### src/rtl/pacote_controle.sv
// Shared opcodes, state encoding and pc_origem codes for the multi-cycle controller.
// Opcode classification lives here so decode and execute agree on one definition.
package pacote_controle;

  localparam logic [3:0] OP_LOAD  = 4'b1100;
  localparam logic [3:0] OP_STORE = 4'b1101;
  localparam logic [3:0] OP_JUMP  = 4'b1110;
  localparam logic [3:0] OP_HALT  = 4'b1111;

  localparam logic [1:0] OP_BEQ   = 2'b00;
  localparam logic [1:0] OP_INDEF = 2'b01;
  localparam logic [1:0] OP_ALU   = 2'b10;

  localparam logic [1:0] PC_INC = 2'b00;
  localparam logic [1:0] PC_BEQ = 2'b01;
  localparam logic [1:0] PC_JMP = 2'b10;

  localparam logic [1:0] SEL_REG_BEQ = 2'b10;

  typedef enum logic [2:0] {
    OCIOSO  = 3'd0,
    BUSCA   = 3'd1,
    DECOD   = 3'd2,
    EXEC    = 3'd3,
    MEM     = 3'd4,
    ESCRITA = 3'd5,
    PARADO  = 3'd6,
    ERRO    = 3'd7
  } estado_t;

  typedef enum logic [2:0] {
    CL_BEQ,
    CL_ALU,
    CL_LOAD,
    CL_STORE,
    CL_JUMP,
    CL_HALT,
    CL_INDEF
  } classe_t;

  function automatic classe_t classifica(input logic [3:0] op);
    classe_t c;
    case (op)
      OP_LOAD:  c = CL_LOAD;
      OP_STORE: c = CL_STORE;
      OP_JUMP:  c = CL_JUMP;
      OP_HALT:  c = CL_HALT;
      default: begin
        case (op[3:2])
          OP_BEQ:  c = CL_BEQ;
          OP_ALU:  c = CL_ALU;
          default: c = CL_INDEF;
        endcase
      end
    endcase
    return c;
  endfunction

endpackage

### src/rtl/contador_espera.sv
// Wait-state counter for the data-memory handshake; flags when the last
// allowed wait cycle has been reached.
module contador_espera #(
  parameter int CNT_W  = 4,
  parameter int LIMITE = 14
) (
  input  logic clock,
  input  logic reset,
  input  logic limpa,
  input  logic habilita,
  output logic no_limite
);

  logic [CNT_W-1:0] contagem;

  // NOTE: sequential state uses non-blocking assignments so every flop samples
  // pre-edge values; the async reset sits in the sensitivity list.
  always_ff @(posedge clock or posedge reset) begin
    if (reset) begin
      contagem <= '0;
    end else if (limpa) begin
      contagem <= '0;
    end else if (habilita) begin
      contagem <= contagem + 1'b1;
    end
  end

  assign no_limite = (contagem == CNT_W'(LIMITE));

endmodule

### src/rtl/sequenciador_multiciclo.sv
// Multi-cycle controller: BUSCA/DECOD/EXEC/MEM/ESCRITA sequencing for the 8-bit
// datapath, with a bounded req/ack handshake towards the data memory.
module sequenciador_multiciclo
  import pacote_controle::*;
#(
  parameter int TIMEOUT_CICLOS = 15,
  parameter int CNT_W          = 4
) (
  input  logic       clock,
  input  logic       reset,
  input  logic       start,
  input  logic [7:0] instrucao,
  input  logic       zero,
  input  logic       mem_ack,
  output logic       ir_carrega,
  output logic       pc_escreve,
  output logic [1:0] pc_origem,
  output logic       reg_escreve,
  output logic       mem_reg,
  output logic       origem,
  output logic       op_alu,
  output logic [1:0] decide_reg_salto,
  output logic       mem_req,
  output logic       le_mem,
  output logic       escreve_mem,
  output logic       parado,
  output logic       erro,
  output logic [2:0] estado
);

  estado_t    estado_q, estado_prox;
  logic [3:0] opcode_q;
  classe_t    classe;
  logic       espera_limpa, espera_habilita, espera_limite;
  logic       operando_unused;

  assign classe          = classifica(opcode_q);
  assign estado          = estado_q;
  assign operando_unused = ^instrucao[3:0];

  always_ff @(posedge clock or posedge reset) begin
    if (reset) begin
      estado_q <= OCIOSO;
      opcode_q <= '0;
    end else begin
      estado_q <= estado_prox;
      if (estado_q == DECOD) begin
        opcode_q <= instrucao[7:4];
      end
    end
  end

  // Counter runs only while stalled in MEM and is cleared whenever MEM is not next.
  assign espera_limpa    = (estado_prox != MEM);
  assign espera_habilita = (estado_q == MEM) && !mem_ack;

  contador_espera #(
    .CNT_W  (CNT_W),
    .LIMITE (TIMEOUT_CICLOS - 1)
  ) u_contador_espera (
    .clock     (clock),
    .reset     (reset),
    .limpa     (espera_limpa),
    .habilita  (espera_habilita),
    .no_limite (espera_limite)
  );

  // NOTE: every signal written here gets a default first, so no path through
  // the case statement can leave one unassigned and infer a latch.
  always_comb begin
    estado_prox      = estado_q;
    ir_carrega       = 1'b0;
    pc_escreve       = 1'b0;
    pc_origem        = PC_INC;
    reg_escreve      = 1'b0;
    mem_reg          = 1'b0;
    origem           = 1'b0;
    op_alu           = 1'b0;
    decide_reg_salto = 2'b00;
    mem_req          = 1'b0;
    le_mem           = 1'b0;
    escreve_mem      = 1'b0;
    parado           = 1'b0;
    erro             = 1'b0;

    case (estado_q)
      OCIOSO: begin
        if (start) estado_prox = BUSCA;
      end

      BUSCA: begin
        ir_carrega  = 1'b1;
        estado_prox = DECOD;
      end

      DECOD: begin
        case (classifica(instrucao[7:4]))
          CL_HALT:  estado_prox = PARADO;
          CL_INDEF: estado_prox = ERRO;
          default:  estado_prox = EXEC;
        endcase
      end

      EXEC: begin
        case (classe)
          CL_ALU: begin
            origem      = 1'b1;
            op_alu      = 1'b1;
            estado_prox = ESCRITA;
          end
          CL_BEQ: begin
            decide_reg_salto = SEL_REG_BEQ;
            pc_escreve       = 1'b1;
            pc_origem        = zero ? PC_BEQ : PC_INC;
            estado_prox      = BUSCA;
          end
          CL_JUMP: begin
            pc_escreve  = 1'b1;
            pc_origem   = PC_JMP;
            estado_prox = BUSCA;
          end
          CL_LOAD, CL_STORE: begin
            origem      = 1'b1;
            estado_prox = MEM;
          end
          default: estado_prox = ERRO;
        endcase
      end

      MEM: begin
        mem_req     = 1'b1;
        origem      = 1'b1;
        le_mem      = (classe == CL_LOAD);
        escreve_mem = (classe == CL_STORE);
        mem_reg     = (classe == CL_LOAD);
        // Store retires on the ack cycle itself, so the PC advances there.
        pc_escreve  = (classe == CL_STORE) && mem_ack;
        if (mem_ack) begin
          estado_prox = (classe == CL_LOAD) ? ESCRITA : BUSCA;
        end else if (espera_limite) begin
          estado_prox = ERRO;
        end
      end

      ESCRITA: begin
        reg_escreve = 1'b1;
        pc_escreve  = 1'b1;
        pc_origem   = PC_INC;
        mem_reg     = (classe == CL_LOAD);
        origem      = (classe == CL_ALU);
        op_alu      = (classe == CL_ALU);
        estado_prox = BUSCA;
      end

      PARADO: begin
        parado = 1'b1;
        if (start) estado_prox = BUSCA;
      end

      ERRO: begin
        erro = 1'b1;
      end

      default: estado_prox = ERRO;
    endcase
  end

endmodule

### config.mk
export PLATFORM = sky130hd
export DESIGN_NAME = sequenciador_multiciclo
export DESIGN_NICKNAME = d
export VERILOG_FILES = /design/src/rtl/pacote_controle.sv /design/src/rtl/contador_espera.sv /design/src/rtl/sequenciador_multiciclo.sv
export SDC_FILE = /design/constraint.sdc
export NUM_CORES = 1
export LEC_CHECK = 0
export CAP_MARGIN = 40
export CORE_MARGIN = 2
export CORE_UTILIZATION = 45
export CTS_BUF_LIST = sky130_fd_sc_hd__clkbuf_8
export CTS_CLUSTER_SIZE = 24
export DETAILED_ROUTE_END_ITERATION = 10
export MAX_ROUTING_LAYER = met4
export PLACE_DENSITY = 0.79
export SLEW_MARGIN = 20
export SYNTH_ARGS = -nofsm -noshare
export SYNTH_HDL_FRONTEND = slang
export SYNTH_SLANG_ARGS = --single-unit
### constraint.sdc
create_clock -name clock -period 3.3 [get_ports clock]
set_input_delay 0.495 -clock clock [delete_from_list [all_inputs] [get_ports clock]]
set_output_delay 0.495 -clock clock [all_outputs]
set_load 0.1 [all_outputs]
# Word level (Yosys, flattened, before mapping)
# Cells that the tools add are included.
# word_totals
inputBits,13
reg_bits,11
wordCells,75
# op_classes
n_eq_ne,25
n_reduce_logical,13
muxes,33
n_addsub,1
# ops
operator,n
$eq 4x4->1 const B,9
$pmux 3 s4,2
$eq 3x3->1 const B,7
$pmux 3 s2,3
$pmux 3 s6,1
$mux 3,5
$eq 3x2->1 const B,4
$mux 1,12
$pmux 3 s3,1
$mux 4,2
$reduce_or 2->1,4
$eq 3x1->1 const B,2
$logic_not 3->1,2
$mux 2,3
$pmux 1 s3,2
$add 4x1->4 const B,1
$eq 2x2->1 const B,2
$logic_not 2->1,2
$pmux 2 s2,1
$ne 3x3->1 const B,1
$reduce_or 3->1,1
$logic_and 1x1->1,2
$pmux 1 s2,1
$reduce_bool 2->1,1
$logic_not 1->1,1

# Logic depth before layout (Yosys ltp)
# logic_depth
word_depth,9
depth_mapped,6
depth_no_buf,6

# Hierarchy
# From an unflattened synthesis, not the netlist that was laid out.
# hier_totals
hier_cells,95
area_unflattened_um2,820.8
# modules_own_cells
mod,cells_per_inst,instances,area_each_um2
sequenciador_multiciclo,75,1,604.3
contador_espera,20,1,216.5

# Worst setup path before layout
# Ideal clock, no wire load.
# synth_path
kind,register to output
from,"reg estado_q[1], in the netlist estado[1]"
to,out origem
setup_slack_ps,-1803
arrival_time_ps,4608
t_required_ps,2805
path_buffers,2
stages_incl_launch_ff,7
path_cell_list,dfrtp_1 > buf_6 > buf_4 > xnor2_1 > nor3_1 > nor2_1 > o21ai_0
# synth_between
elab_chain_cells,2
# synth_rtl
element,line,rtl
from (decl),sequenciador_multiciclo.sv:31,"estado_t estado_q, estado_prox;"
from (signal assigned),sequenciador_multiciclo.sv:46,estado_q <= estado_prox;
$eq 3x3->1 / $eq 3x2->1 (equally long branches),sequenciador_multiciclo.sv:86,case (estado_q)
$pmux 1 s3 (*),sequenciador_multiciclo.sv:86,
to (decl),sequenciador_multiciclo.sv:20,"output logic origem,"
# Mark *: on every way between the ends. The rest lies on a longest branch, timed or not.

==> impl_metrics.env <==
export IMPL_synth_ff_latch_count=11
export IMPL_startpoint_type="input port"
export IMPL_fillers=154
export IMPL_synthToLayoutAreaGrowth_pct=35.55
export IMPL_dr_total_vias=763
export IMPL_layout_commonest_cell="buf_4"
export IMPL_maxCapViolations=0
export IMPL_place_congestion=0.8192
export IMPL_fin_crit_sh_pct=77.82
export IMPL_hold_viol=0
export IMPL_yosysSeqAreaShare_pct=31.79
export IMPL_cts_resized=0
export IMPL_grt_ovfl_total=0
export IMPL_arrival_ns=2.07
export IMPL_ant_nets=0
export IMPL_antenna_found_initial=0
export IMPL_cts_hold_buf=0
export IMPL_synthCells=91
export IMPL_hpwl_um=1523
export IMPL_postCtsSetupBuffers=0
export IMPL_layout_drive_gt1_share_pct=38.26
export IMPL_clkTransAtPathRegs_ns=0.05
export IMPL_hold_ws_ns=0.5429
export IMPL_numPortBuffers=25
export IMPL_grt_util_all_layers_pct=20.40
export IMPL_preCtsSetupSlack_ns=0.7338
export IMPL_finalSetupViolCount=0
export IMPL_hp_class="input port to asynchronous set/reset pin"
export IMPL_synth_top_area_share_pct=31.79
export IMPL_fin_skew_ns=0.002329
export IMPL_finalSetupTns_ns=0
export IMPL_fp_dieW_um=47.87
export IMPL_wl_um=1976
export IMPL_boundaryPins=31
export IMPL_drt_pass1_iterations=4
export IMPL_worst_setup_path_end_kind="primary output"
export IMPL_worstPathMaxFanout=6
export IMPL_ys_top_cells_by_area="dfrtp_1 (32%), buf_6 (3.9%), mux2_2 (3.9%)"
export IMPL_ys_warnings_count=0
export IMPL_ys_types=41
export IMPL_rsz0062_at_grt="false"
export IMPL_core_rowCount=15
export IMPL_fin_util_pct=66.52
export IMPL_synth_top_cell_by_area="dfrtp_1"
export IMPL_start_util_pct=49.08
export IMPL_cts_buffers=3
export IMPL_coreArea_mm2=0.001764
export IMPL_max_freq_ghz=0.3894
export IMPL_syn_area_um2=865.8
export IMPL_route_detailed_drc=0
export IMPL_clock_sinks=11
export IMPL_status="complete, no violations"
export IMPL_finalWorstSetupSlack_ns=0.7318
export IMPL_syn_nets=106
export IMPL_num_antenna_cells=0
export IMPL_insertion_delay_ns=0.23
export IMPL_cts_tree="done"
export IMPL_wire_per_inst_um=14.11
export IMPL_cts_buffer_depth=2
export IMPL_die_area_mm2=0.002291
export IMPL_slew_viol_final=0
export IMPL_final_cell_mix="buf_4 (16), inv_1 (8), clkdlybuf4s50_1 (8), dfrtp_1 (8), nand2_1 (7)"
export IMPL_syn_avg_cell_area_um2=9.515
export IMPL_required_ns=2.80
export IMPL_dieHeight_um=47.87
export IMPL_vias_per_cell=5.450
export IMPL_grt_pass1_wl_um=3146
export IMPL_grt_pass1_vias=694
export IMPL_nets=131
export IMPL_cts_root_buf="clkbuf_8"
export IMPL_min_period_ns=2.568
export IMPL_crit_type="input port to primary output"
export IMPL_drtIter0Drc=14
export IMPL_grt_max_degree=20
export IMPL_htreeDepth=1
[worst max-delay path, cell delays in order]
cell	delay, ns
clkdlybuf4s50_1	0.50
nand3_1	0.09
o221ai_1	0.21
o2111ai_2	0.27
o21ai_1	0.30
buf_12	0.21
[cells by family after synthesis]
kind of cell	count (synthesis)	share of synthesized area, %
and+or+nand+nor	39	29.91
AOI/OAI and AO/OA	18	17.20
buffers and inverters	12	8.670
DFF	11	31.79
xor gates and xnor gates	4	4.047
muxes	4	5.058
adders and majority gates	2	2.890
other	1	0.4331
[through the flow]
step,cell area [um^2],std cells
CTS,1174,140
global route,1174,140
floorplan,925.9,91
finish,1174,140
detailed placement,1129,136
global placement,1129,136
[flip-flops by register name (all words and copies together) (netlist names)]
register / count
opcode_q: 4
estado: 3
u_contador_espera.contagem: 4
[worst paths after layout]
kind,startpoint,end,slack (ns),cells after the start
worst max-delay path,instrucao[5],origem,0.73,6
worst min-delay path,reset,u_contador_espera.contagem[2],0.54,2
worst max register to register,u_contador_espera.contagem[0],u_contador_espera.contagem[2],1.55,6
worst min register to register,u_contador_espera.contagem[3],u_contador_espera.contagem[3],0.60,2
max in group asynchronous,reset,estado[1],2.45,2
min in group clock,u_contador_espera.contagem[3],u_contador_espera.contagem[3],0.60,2
[cells in the mapped netlist]
master and instances:
dfrtp_1 11, inv_1 7, nand2_1 7, nor2_1 6, o21ai_0 5, a21oi_1 4, nor4_1 4, and2_1 3
buf_6 3, mux2_2 3, nor3b_1 3, and3_1 2, buf_4 2, ha_1 2, xnor2_1 2, xor2_1 2
a211o_1 1, a21bo_2 1, a21boi_0 1, a32oi_2 1, and3b_1 1, conb_1 1, mux2i_1 1, nand2_2 1
nand2b_1 1, nand3_1 1, nand3b_1 1, nand4_1 1, nand4b_1 1, nor2b_1 1, nor3_1 1, nor3b_2 1
nor3b_4 1, nor4b_4 1, nor4bb_1 1, o2111ai_2 1, o21ai_2 1, o221a_4 1, o221ai_1 1, o311ai_0 1
or2_2 1
[final cells by class]
cell class              count  area [um^2]  area share, %
multi-input cells          68        571.8          48.72
clock inverters             1        3.754         0.3198
inverters                   7        26.28          2.239
well taps                  25        31.28          2.665
flip-flops and latches     11        279.0          23.77
repair buffers             25        220.2          18.76
clock buffers               3        41.29          3.518
[layer usage]
layer	share of wire, %	global-route usage (%)	vias to the layer above
li1	-	-	371
met1	41	25.12	361
met2	49	32.53	29
met3	8.6	2.642	2
met4	0.51	10.27	0
met5	0	-	-
Power is not shown: default switching activity piles up to over one toggle a cycle in this logic, so the estimate is an artifact.
